**config.mk**
```make
export PLATFORM = sky130hd
export DESIGN_NAME = am_envelope_decim_flat
export DESIGN_NICKNAME = d
export VERILOG_FILES = /design/src/rtl/am_envelope_decim_if.sv /design/src/rtl/am_envelope_decim.sv /design/src/flat_wrapper.sv
export SDC_FILE = /design/constraint.sdc
export NUM_CORES = 1
export LEC_CHECK = 0
export ABC_AREA = 1
export BUFFER_PORTS_ARGS = -buffer_cell sky130_fd_sc_hd__buf_2
export CAP_MARGIN = 40
export CORE_UTILIZATION = 24
export DETAILED_ROUTE_END_ITERATION = 10
export PLACE_DENSITY = 0.41
export SLEW_MARGIN = 15
export SYNTH_ARGS = -nofsm -noshare
export SYNTH_HDL_FRONTEND = slang
export SYNTH_SLANG_ARGS = --single-unit
```
**constraint.sdc**
```tcl
create_clock -name clk -period 3.8 [get_ports clk]
set_input_delay 0.38 -clock clk [delete_from_list [all_inputs] [get_ports clk]]
set_output_delay 0.38 -clock clk [all_outputs]
set_load 0.05 [all_outputs]
```
**src/rtl/am_envelope_decim_if.sv**
```systemverilog
//------------------------------------------------------------------------------
// am_envelope_decim_if
//
// Purpose:
//   Bundles the sample input and the audio/telemetry outputs of the AM
//   envelope detector/decimator. It carries no clock or reset; those stay
//   plain ports on the design.
//
// Signals:
//   if_filt_in   signed 8-bit IF filter output sample
//   sample_en    qualifier; if_filt_in is consumed only while high
//   audio_out    signed DC-removed envelope, held between strobes
//   audio_valid  one-clock strobe when audio_out updates
//   env_out      unsigned raw envelope of the last completed block
//   peak_out     max |sample| over the last completed block
//   overload     last completed block contained -128 or +127
//
// Modports:
//   master  sample source / audio sink (drives samples, observes outputs)
//   slave   the detector itself
//------------------------------------------------------------------------------
interface am_envelope_decim_if #(
    parameter int OUT_W = 10
);
    logic signed [7:0]       if_filt_in;
    logic                    sample_en;
    logic signed [OUT_W-1:0] audio_out;
    logic                    audio_valid;
    logic [OUT_W-1:0]        env_out;
    logic [6:0]              peak_out;
    logic                    overload;

    modport master (
        output if_filt_in,
        output sample_en,
        input  audio_out,
        input  audio_valid,
        input  env_out,
        input  peak_out,
        input  overload
    );

    modport slave (
        input  if_filt_in,
        input  sample_en,
        output audio_out,
        output audio_valid,
        output env_out,
        output peak_out,
        output overload
    );
endinterface

```
**src/rtl/am_envelope_decim.sv**
```systemverilog
//------------------------------------------------------------------------------
// am_envelope_decim
//
// Purpose:
//   AM envelope detector and decimator fed by the 455 kHz IF filter.
//   Every enabled clock one signed 8-bit sample is full-wave rectified and
//   summed into a boxcar integrator over N = 2**DECIM_LOG2 samples. At the
//   end of each block the top OUT_W bits of the sum form the raw envelope,
//   which then passes through a single-pole DC tracker so that the carrier
//   level is removed and only the audio modulation remains. Per-block peak
//   and overload flags are published for gain/AGC telemetry.
//
// Parameters:
//   DECIM_LOG2  log2 of the decimation ratio (N >= 2 so the output stage can
//               never be overrun by the next block)
//   OUT_W       envelope/audio width, 2 <= OUT_W <= 7+DECIM_LOG2
//   DC_SHIFT    DC tracker pole: dc_acc += env - (dc_acc >> DC_SHIFT)
//
// Ports:
//   clk   system clock, same domain as the IF filter
//   RSTb  asynchronous reset, active low; clears every register and output
//   bus   am_envelope_decim_if.slave (samples in, audio/telemetry out)
//
// Timing:
//   edge T   : terminal sample of a block accepted; env_out, peak_out and
//              overload take the block values
//   edge T+1 : output stage runs; audio_out updates with audio_valid high
//              for exactly one clock
//------------------------------------------------------------------------------
module am_envelope_decim #(
    parameter int DECIM_LOG2 = 8,
    parameter int OUT_W      = 10,
    parameter int DC_SHIFT   = 6
) (
    input  logic                clk,
    input  logic                RSTb,
    am_envelope_decim_if.slave  bus
);

    localparam int ACC_W = 7 + DECIM_LOG2;
    localparam int DC_W  = OUT_W + DC_SHIFT;

    localparam logic [DECIM_LOG2-1:0] CNT_LAST = '1;
    localparam logic [DECIM_LOG2-1:0] CNT_ONE  = {{(DECIM_LOG2-1){1'b0}}, 1'b1};

    localparam logic signed [OUT_W-1:0] AUDIO_MAX = {1'b0, {(OUT_W-1){1'b1}}};
    localparam logic signed [OUT_W-1:0] AUDIO_MIN = {1'b1, {(OUT_W-1){1'b0}}};

    //--------------------------------------------------------------------------
    // Rectifier
    //--------------------------------------------------------------------------
    logic [7:0] in_raw;
    logic [6:0] neg_lo;
    logic [6:0] mag;
    logic       ovl_hit;

    assign in_raw = bus.if_filt_in;
    // Low 7 bits of the two's-complement negation; only -128 needs the top
    // bit, and that case saturates instead.
    assign neg_lo = ~in_raw[6:0] + 7'd1;

    always_comb begin
        mag = in_raw[6:0];
        if (in_raw[7]) begin
            if (in_raw == 8'h80) begin
                mag = 7'd127;
            end else begin
                mag = neg_lo;
            end
        end
    end

    assign ovl_hit = (in_raw == 8'h80) || (in_raw == 8'h7F);

    //--------------------------------------------------------------------------
    // Block integrator and block telemetry
    //--------------------------------------------------------------------------
    logic [DECIM_LOG2-1:0] cnt;
    logic [ACC_W-1:0]      acc;
    logic [ACC_W-1:0]      sum;
    logic [6:0]            blk_peak;
    logic [6:0]            peak_next;
    logic                  blk_ovl;
    logic                  ovl_next;
    logic                  last_smp;
    logic [OUT_W-1:0]      env_new;

    logic [OUT_W-1:0]      env_r;
    logic [OUT_W-1:0]      env_q;
    logic [6:0]            peak_q;
    logic                  ovl_q;
    logic                  stage_v;

    // N*127 < 2**ACC_W, so the block sum never wraps.
    assign sum       = acc + {{DECIM_LOG2{1'b0}}, mag};
    assign env_new   = sum[ACC_W-1 -: OUT_W];
    assign peak_next = (mag > blk_peak) ? mag : blk_peak;
    assign ovl_next  = blk_ovl | ovl_hit;
    assign last_smp  = bus.sample_en && (cnt == CNT_LAST);

    always_ff @(posedge clk or negedge RSTb) begin
        if (!RSTb) begin
            cnt      <= '0;
            acc      <= '0;
            blk_peak <= '0;
            blk_ovl  <= 1'b0;
            env_r    <= '0;
            env_q    <= '0;
            peak_q   <= '0;
            ovl_q    <= 1'b0;
        end else if (bus.sample_en) begin
            if (cnt == CNT_LAST) begin
                // The terminal sample is folded into the published block
                // values, and the next block starts from zero on the
                // following enabled sample.
                cnt      <= '0;
                acc      <= '0;
                blk_peak <= '0;
                blk_ovl  <= 1'b0;
                env_r    <= env_new;
                env_q    <= env_new;
                peak_q   <= peak_next;
                ovl_q    <= ovl_next;
            end else begin
                cnt      <= cnt + CNT_ONE;
                acc      <= sum;
                blk_peak <= peak_next;
                blk_ovl  <= ovl_next;
            end
        end
    end

    // The output stage runs independently of sample_en so a stalled sample
    // stream cannot delay a finished block.
    always_ff @(posedge clk or negedge RSTb) begin
        if (!RSTb) begin
            stage_v <= 1'b0;
        end else begin
            stage_v <= last_smp;
        end
    end

    //--------------------------------------------------------------------------
    // DC tracker and audio output
    //--------------------------------------------------------------------------
    logic [DC_W-1:0]          dc_acc;
    logic [OUT_W-1:0]         dc_est;
    logic [DC_W-1:0]          dc_next;
    logic signed [OUT_W:0]    diff;
    logic signed [OUT_W-1:0]  diff_sat;
    logic signed [OUT_W-1:0]  audio_r;
    logic                     valid_r;

    assign dc_est = dc_acc[DC_W-1:DC_SHIFT];

    // dc_acc settles at env << DC_SHIFT, so the true result always fits in
    // DC_W bits and modular arithmetic at that width is exact.
    assign dc_next = dc_acc
                   + {{DC_SHIFT{1'b0}}, env_r}
                   - {{DC_SHIFT{1'b0}}, dc_est};

    // Both operands are unsigned OUT_W, so one extra bit holds any difference.
    assign diff = $signed({1'b0, env_r}) - $signed({1'b0, dc_est});

    always_comb begin
        diff_sat = diff[OUT_W-1:0];
        if (diff[OUT_W] != diff[OUT_W-1]) begin
            diff_sat = diff[OUT_W] ? AUDIO_MIN : AUDIO_MAX;
        end
    end

    always_ff @(posedge clk or negedge RSTb) begin
        if (!RSTb) begin
            dc_acc  <= '0;
            audio_r <= '0;
            valid_r <= 1'b0;
        end else begin
            valid_r <= stage_v;
            if (stage_v) begin
                audio_r <= diff_sat;
                dc_acc  <= dc_next;
            end
        end
    end

    assign bus.audio_out   = audio_r;
    assign bus.audio_valid = valid_r;
    assign bus.env_out     = env_q;
    assign bus.peak_out    = peak_q;
    assign bus.overload    = ovl_q;

endmodule
```
**src/flat_wrapper.sv**
```systemverilog
// flat-port wrapper written by rule: the top's interface ports become plain ports
module am_envelope_decim_flat 
#(
    parameter int DECIM_LOG2 = 8,
    parameter int OUT_W      = 10,
    parameter int DC_SHIFT   = 6
)
  (clk, RSTb, bus_if_filt_in, bus_sample_en, bus_audio_out, bus_audio_valid, bus_env_out, bus_peak_out, bus_overload);
  am_envelope_decim_if #(.OUT_W(OUT_W)) bus_i ();
  input  logic clk;
  input  logic RSTb;
  input wire logic [$bits(bus_i.if_filt_in)-1:0] bus_if_filt_in;
  input wire logic [$bits(bus_i.sample_en)-1:0] bus_sample_en;
  output wire logic [$bits(bus_i.audio_out)-1:0] bus_audio_out;
  output wire logic [$bits(bus_i.audio_valid)-1:0] bus_audio_valid;
  output wire logic [$bits(bus_i.env_out)-1:0] bus_env_out;
  output wire logic [$bits(bus_i.peak_out)-1:0] bus_peak_out;
  output wire logic [$bits(bus_i.overload)-1:0] bus_overload;
  assign bus_i.if_filt_in = bus_if_filt_in;
  assign bus_i.sample_en = bus_sample_en;
  assign bus_audio_out = bus_i.audio_out;
  assign bus_audio_valid = bus_i.audio_valid;
  assign bus_env_out = bus_i.env_out;
  assign bus_peak_out = bus_i.peak_out;
  assign bus_overload = bus_i.overload;
  am_envelope_decim #(.DECIM_LOG2(DECIM_LOG2), .OUT_W(OUT_W), .DC_SHIFT(DC_SHIFT)) u_core (.clk(clk), .RSTb(RSTb), .bus(bus_i));
endmodule
```
# Yosys cells after proc, flatten, opt, wreduce, memory -nomap -nowiden
# Cells that the tools add are included.
# classes
addsub	6
magnitude_cmp	1
n_eq_ne	4
mux	9
bitwise_logic	2
n_reduce_logical	3
# op_table
operator	n
two-way mux 7 bit	4
two-way mux 10 bit	2
adder 16 x 10 -> 16 bit	1
equality test 8 bit (second input constant)	2
subtractor 16 x 10 -> 16 bit	1
adder 15 x 7 -> 15 bit	1
two-way mux 15 bit	1
subtractor 10 x 10 -> 11 bit	1
adder 8 x 1 -> 8 bit (second input constant)	1
equality test 8 x 7 -> 1 bit (second input constant)	1
two-way mux 8 bit	1
adder 7 x 1 -> 7 bit (second input constant)	1
> comparator 7 bit	1
inverter 7 bit	1
AND reduction 2 bit	1
logical AND 1 bit	1
logical OR 1 bit	1
two-way mux 1 bit	1
!= test 1 bit	1
bitwise OR 1 bit	1
# word_totals
register_bits	77
input_bits	11
out_inout_bits	29
word_cells	36

# Logic depth before layout (Yosys ltp)
# depth
ltp_word	7
ltp_mapped	20
mapped_depth_nobuf	20

# Least setup slack after synthesis
# OpenSTA, ideal clock, no wires.
# synth_path
path_type	reg2reg
startpoint	register u_core.env_r[3]
endpoint	register u_core.dc_acc[8]
t_arrival_ps	2539
required_time_ps	3672
slack_ps	1133
stages_incl_launch_ff	14
synth_period_minus_slack_ps	2667
path_cell_list	dfrtp_1 inv_1 fa_1 inv_1 ha_1 a21oi_1 nand2_1 nand2_1 nand2_1 nand2_1 nand2_1 or2_1 nand3_1 o21ai_1
# synth_between
elab_chain_cells	2
# synth_rtl
item	line	source
start: declaration	am_envelope_decim.sv:88	logic [OUT_W-1:0] env_r;
start signal: assignment	am_envelope_decim.sv:120	env_r <= env_new;
adder 16 x 10 -> 16 bit	am_envelope_decim.sv:159	+ {{DC_SHIFT{1'b0}}, env_r}
subtractor 16 x 10 -> 16 bit	am_envelope_decim.sv:160	- {{DC_SHIFT{1'b0}}, dc_est};
end signal: assignment	am_envelope_decim.sv:181	dc_acc <= dc_next;
end: declaration	am_envelope_decim.sv:146	logic [DC_W-1:0] dc_acc;
# No other way between the ends.
# A chain may end at the register's enable or synchronous reset.

# Final worst setup path
# layout_path
startpoint	input bus_if_filt_in[0]
endpoint	register u_core.env_r[7]
# layout_between
elab_chain_cells	5
elab_cells_between_ends	6
classes_between	add/sub (2); eq/ne (1); mux (2); bitwise (1)
# layout_rtl
item	line	source
start: declaration	flat_wrapper.sv:12	input wire logic [$bits(bus_i.if_filt_in)-1:0] bus_if_filt_in;
inverter 7 bit	am_envelope_decim.sv:60	assign neg_lo = ~in_raw[6:0] + 7'd1;
adder 7 x 1 -> 7 bit	am_envelope_decim.sv:60	
two-way mux 7 bit	am_envelope_decim.sv:65	if (in_raw == 8'h80) begin
two-way mux 7 bit *	am_envelope_decim.sv:64	if (in_raw[7]) begin
adder 15 x 7 -> 15 bit *	am_envelope_decim.sv:95	assign sum = acc + {{DECIM_LOG2{1'b0}}, mag};
# Mark *: on every way between the ends. The rest lies on a longest branch, timed or not.

==> run metrics <==
most common cell in the synthesized netlist=nand2_1; H-tree Lvls=3; Tot Pwr=3.38 mW; CTS tree=done; Worst-Margin Slew=0.594 ns; Hold Fails Final Rpt=0; FF-to-FF End=u_core.dc_acc[8]; Synth top cells by count=nand2_1 (194), inv_1 (115), dfrtp_1 (77); Die X=152 microns; via count of the first global-routing pass=4680; antenna violations before repair=0; maxcap violations=0; multiplexer area fraction after synthesis=0; DR vias/cell=4.43; Syn Area/Cell=7.46 sq um; status=finished, violations left; Overall Global Routing Usage=0.134; Core Footprint=22000 sq um; main combinational cell family by area after synthesis=simple AND/OR/NAND/NOR gates; slowest stage delay, CP=0.40 ns; Final period util=0.746; fin. max-slew vios=0; routed length per instance=13.8 microns; Vias=4676; Post-Route WL=14600 microns; cts repair resizes=0; leakage power=3.23 nW; Synth Area in XOR/XNOR=0.0339; Final #Nets=837; # DRC=1; PwrDens=539 nW/um^2; clock buffer depth=2; clock root buffer=clkbuf_16; syn nets=793; crit-path max FO=6; worst-path cell chain=buf_2 -> inv_1 -> ha_1 -> inv_1 -> nor3_2 -> nand4_1 -> inv_1 -> nor2_1 -> inv_1 -> ha_1 -> inv_1 -> fa_1 -> inv_1 -> nand3_1 -> nand2_1 -> nand2_1 -> nand2_1 -> nand2_1 -> o21ai_0 -> nand3_1 -> o21ai_0; ys async rst share=1.00; Worst Path Arrival=3.10 ns; CP Class=in -> reg; dpl hpwl=11200 microns; Clock Latency Late Sink=0.36 ns; failing checks=DRC; DRT antenna net count=0; row cnt=54; CP Launch Type=input port; ys flop type=dfrtp_1; Layout Skew=0.0139 ns; max frequency=353 MHz; Peak VDD IR=0.202 mV; Placer Congestion=0.841; Synth Register Bits=77; total negative slack=0 ns; die height=152 microns; Starting Density=0.247; Mapped Cells=727; synth warn=0; Slowest cell on crit path=fa_1; Layout area overhead=15.5%; post-synthesis sequential area ratio=0.355; Synth Area in Compound Gates=0.114; synthesized cell area=5420 sq um; largest net degree at the start of global routing=56; post-route minimum period=2.83 ns; total global routing overflow=0; layout cells sized above 1=0.0876; Die ar.=23200 sq um; Finish-stage setup viols=0; number of flops mapped to enable cells by yosys=0; ant diodes=0; relative slew slack=0.603; CP Capture Type=flop; Buf/Inv on CP=7; 1st-iter DRT viols=176; Largest delay share family, worst path=simple AND/OR/NAND/NOR gates; cell taking the most area after synthesis=dfrtp_1; clk slew on worst S/H paths=0.07 ns; number of port buffers=39; ranking of synthesized cells by area=dfrtp_1 (36%), nand2_1 (13%), ha_1 (9.9%); clk sink count=77; Synth top area share=0.355; Req. time, crit path=4.07 ns; simple-gate share of the synthesized area=0.259; RSZ-0062 raised after global routing=false; CTS Buf Count=9; Worst R2R Path Depth=13; flop-to-flop setup slack=1.07 ns; Worst Hold Class=in -> async; Distinct cells, synth=34; DRT Pass-1 Iters=8; reg-to-reg startpoint=u_core.env_r[3]; Ports=40; Crit path top cell by count=inv_1; final-layout fill cell count=2418; global-route wire length before repair=24300 microns; Adder-Cell Fraction of Synth Area=0.144
## cells by family after synthesis
kind of cell	Yosys count
flops	77
buf+inv	128
compound gates	117
xor+xnor	21
simple gates	329
fa+ha+maj	55
## what timing repair did
action	in CTS	in global routing
endpoints found under the hold margin	4	0
setup buffers	0	0
hold buffers	1	0
## where the power goes
part	switching [mW]	total, mW	leakage [nW]	internal [mW]
clock	0.423	0.891	0.148	0.468
combinational	0.886	1.38	2.13	0.497
sequential	0.123	1.10	0.954	0.981
total	1.43	3.38	3.23	1.95
## state kept, by name, summed over array words and instances, names as in the netlist
signal and count:
u_core.acc 15, u_core.blk_ovl 1, u_core.blk_peak 7, u_core.bus.audio_out 10
u_core.bus.audio_valid 1, u_core.bus.overload 1, u_core.bus.peak_out 7, u_core.cnt 8
u_core.dc_acc 16, u_core.env_r 10, u_core.stage_v 1
## layout by cell type (no fill, tap or decap), drive strengths merged
master       instances
ha                  43
buf                 42
xor2                10
o21bai               2
nor2                51
dfrtp               77
dlygate4sd3          1
a21o                 4
clkinv               1
a22o                 1
xnor2               11
o21a                 3
nand4                9
a21oi               40
nand3               58
nor3                 5
fa                  12
and3                 1
o22ai                4
clkbuf               9
inv                124
or2                  3
o21ai               63
nand2              195
nand3b               7
## per-layer routing
layer  part of all wire  vias up  global-route usage  wire, microns
met5                  0        -                   0              0
met4              0.019        0              0.0398            271
met3              0.030       15              0.0304            443
met2               0.47       60               0.228           6830
met1               0.48     2178               0.168           7030
li1                   -     2423                   -              -
## stage by stage
stage               instances  hold slack [ns]  utilization  cell area [sq um]  setup WS (ns)
floorplan                 727           0.0844            -               5420           1.13
global placement         1038            0.463        0.270               5920          0.683
detailed placement       1039            0.214        0.271               5950          0.623
CTS                      1056            0.369        0.285               6260          0.979
global route             1056            0.385        0.285               6260          0.598
finish                   1056            0.384        0.285               6260          0.965
## cell type report
class | count | area, sq um | area share
multi-input cells | 522 | 2990 | 0.477
flip-flops and latches | 77 | 1930 | 0.308
inverters | 118 | 445 | 0.0712
well taps | 280 | 350 | 0.0560
repair buffers | 43 | 250 | 0.0400
clock buffers | 9 | 225 | 0.0360
clock inverters | 7 | 73.8 | 0.0118
## worst max-delay path by stage
stage,slack [ns],cells past startpoint,startpoint,endpoint
finish,0.97,21,bus_if_filt_in[0],u_core.env_r[7]
floorplan,1.13,13,u_core.env_r[3],u_core.dc_acc[8]
CTS,0.98,21,bus_if_filt_in[0],u_core.env_r[7]
detailed placement,0.62,21,bus_if_filt_in[0],u_core.acc[12]
global placement,0.68,21,bus_if_filt_in[0],u_core.acc[12]
global route,0.60,21,bus_if_filt_in[1],u_core.env_r[7]
Power figures use the tool's default switching activity.
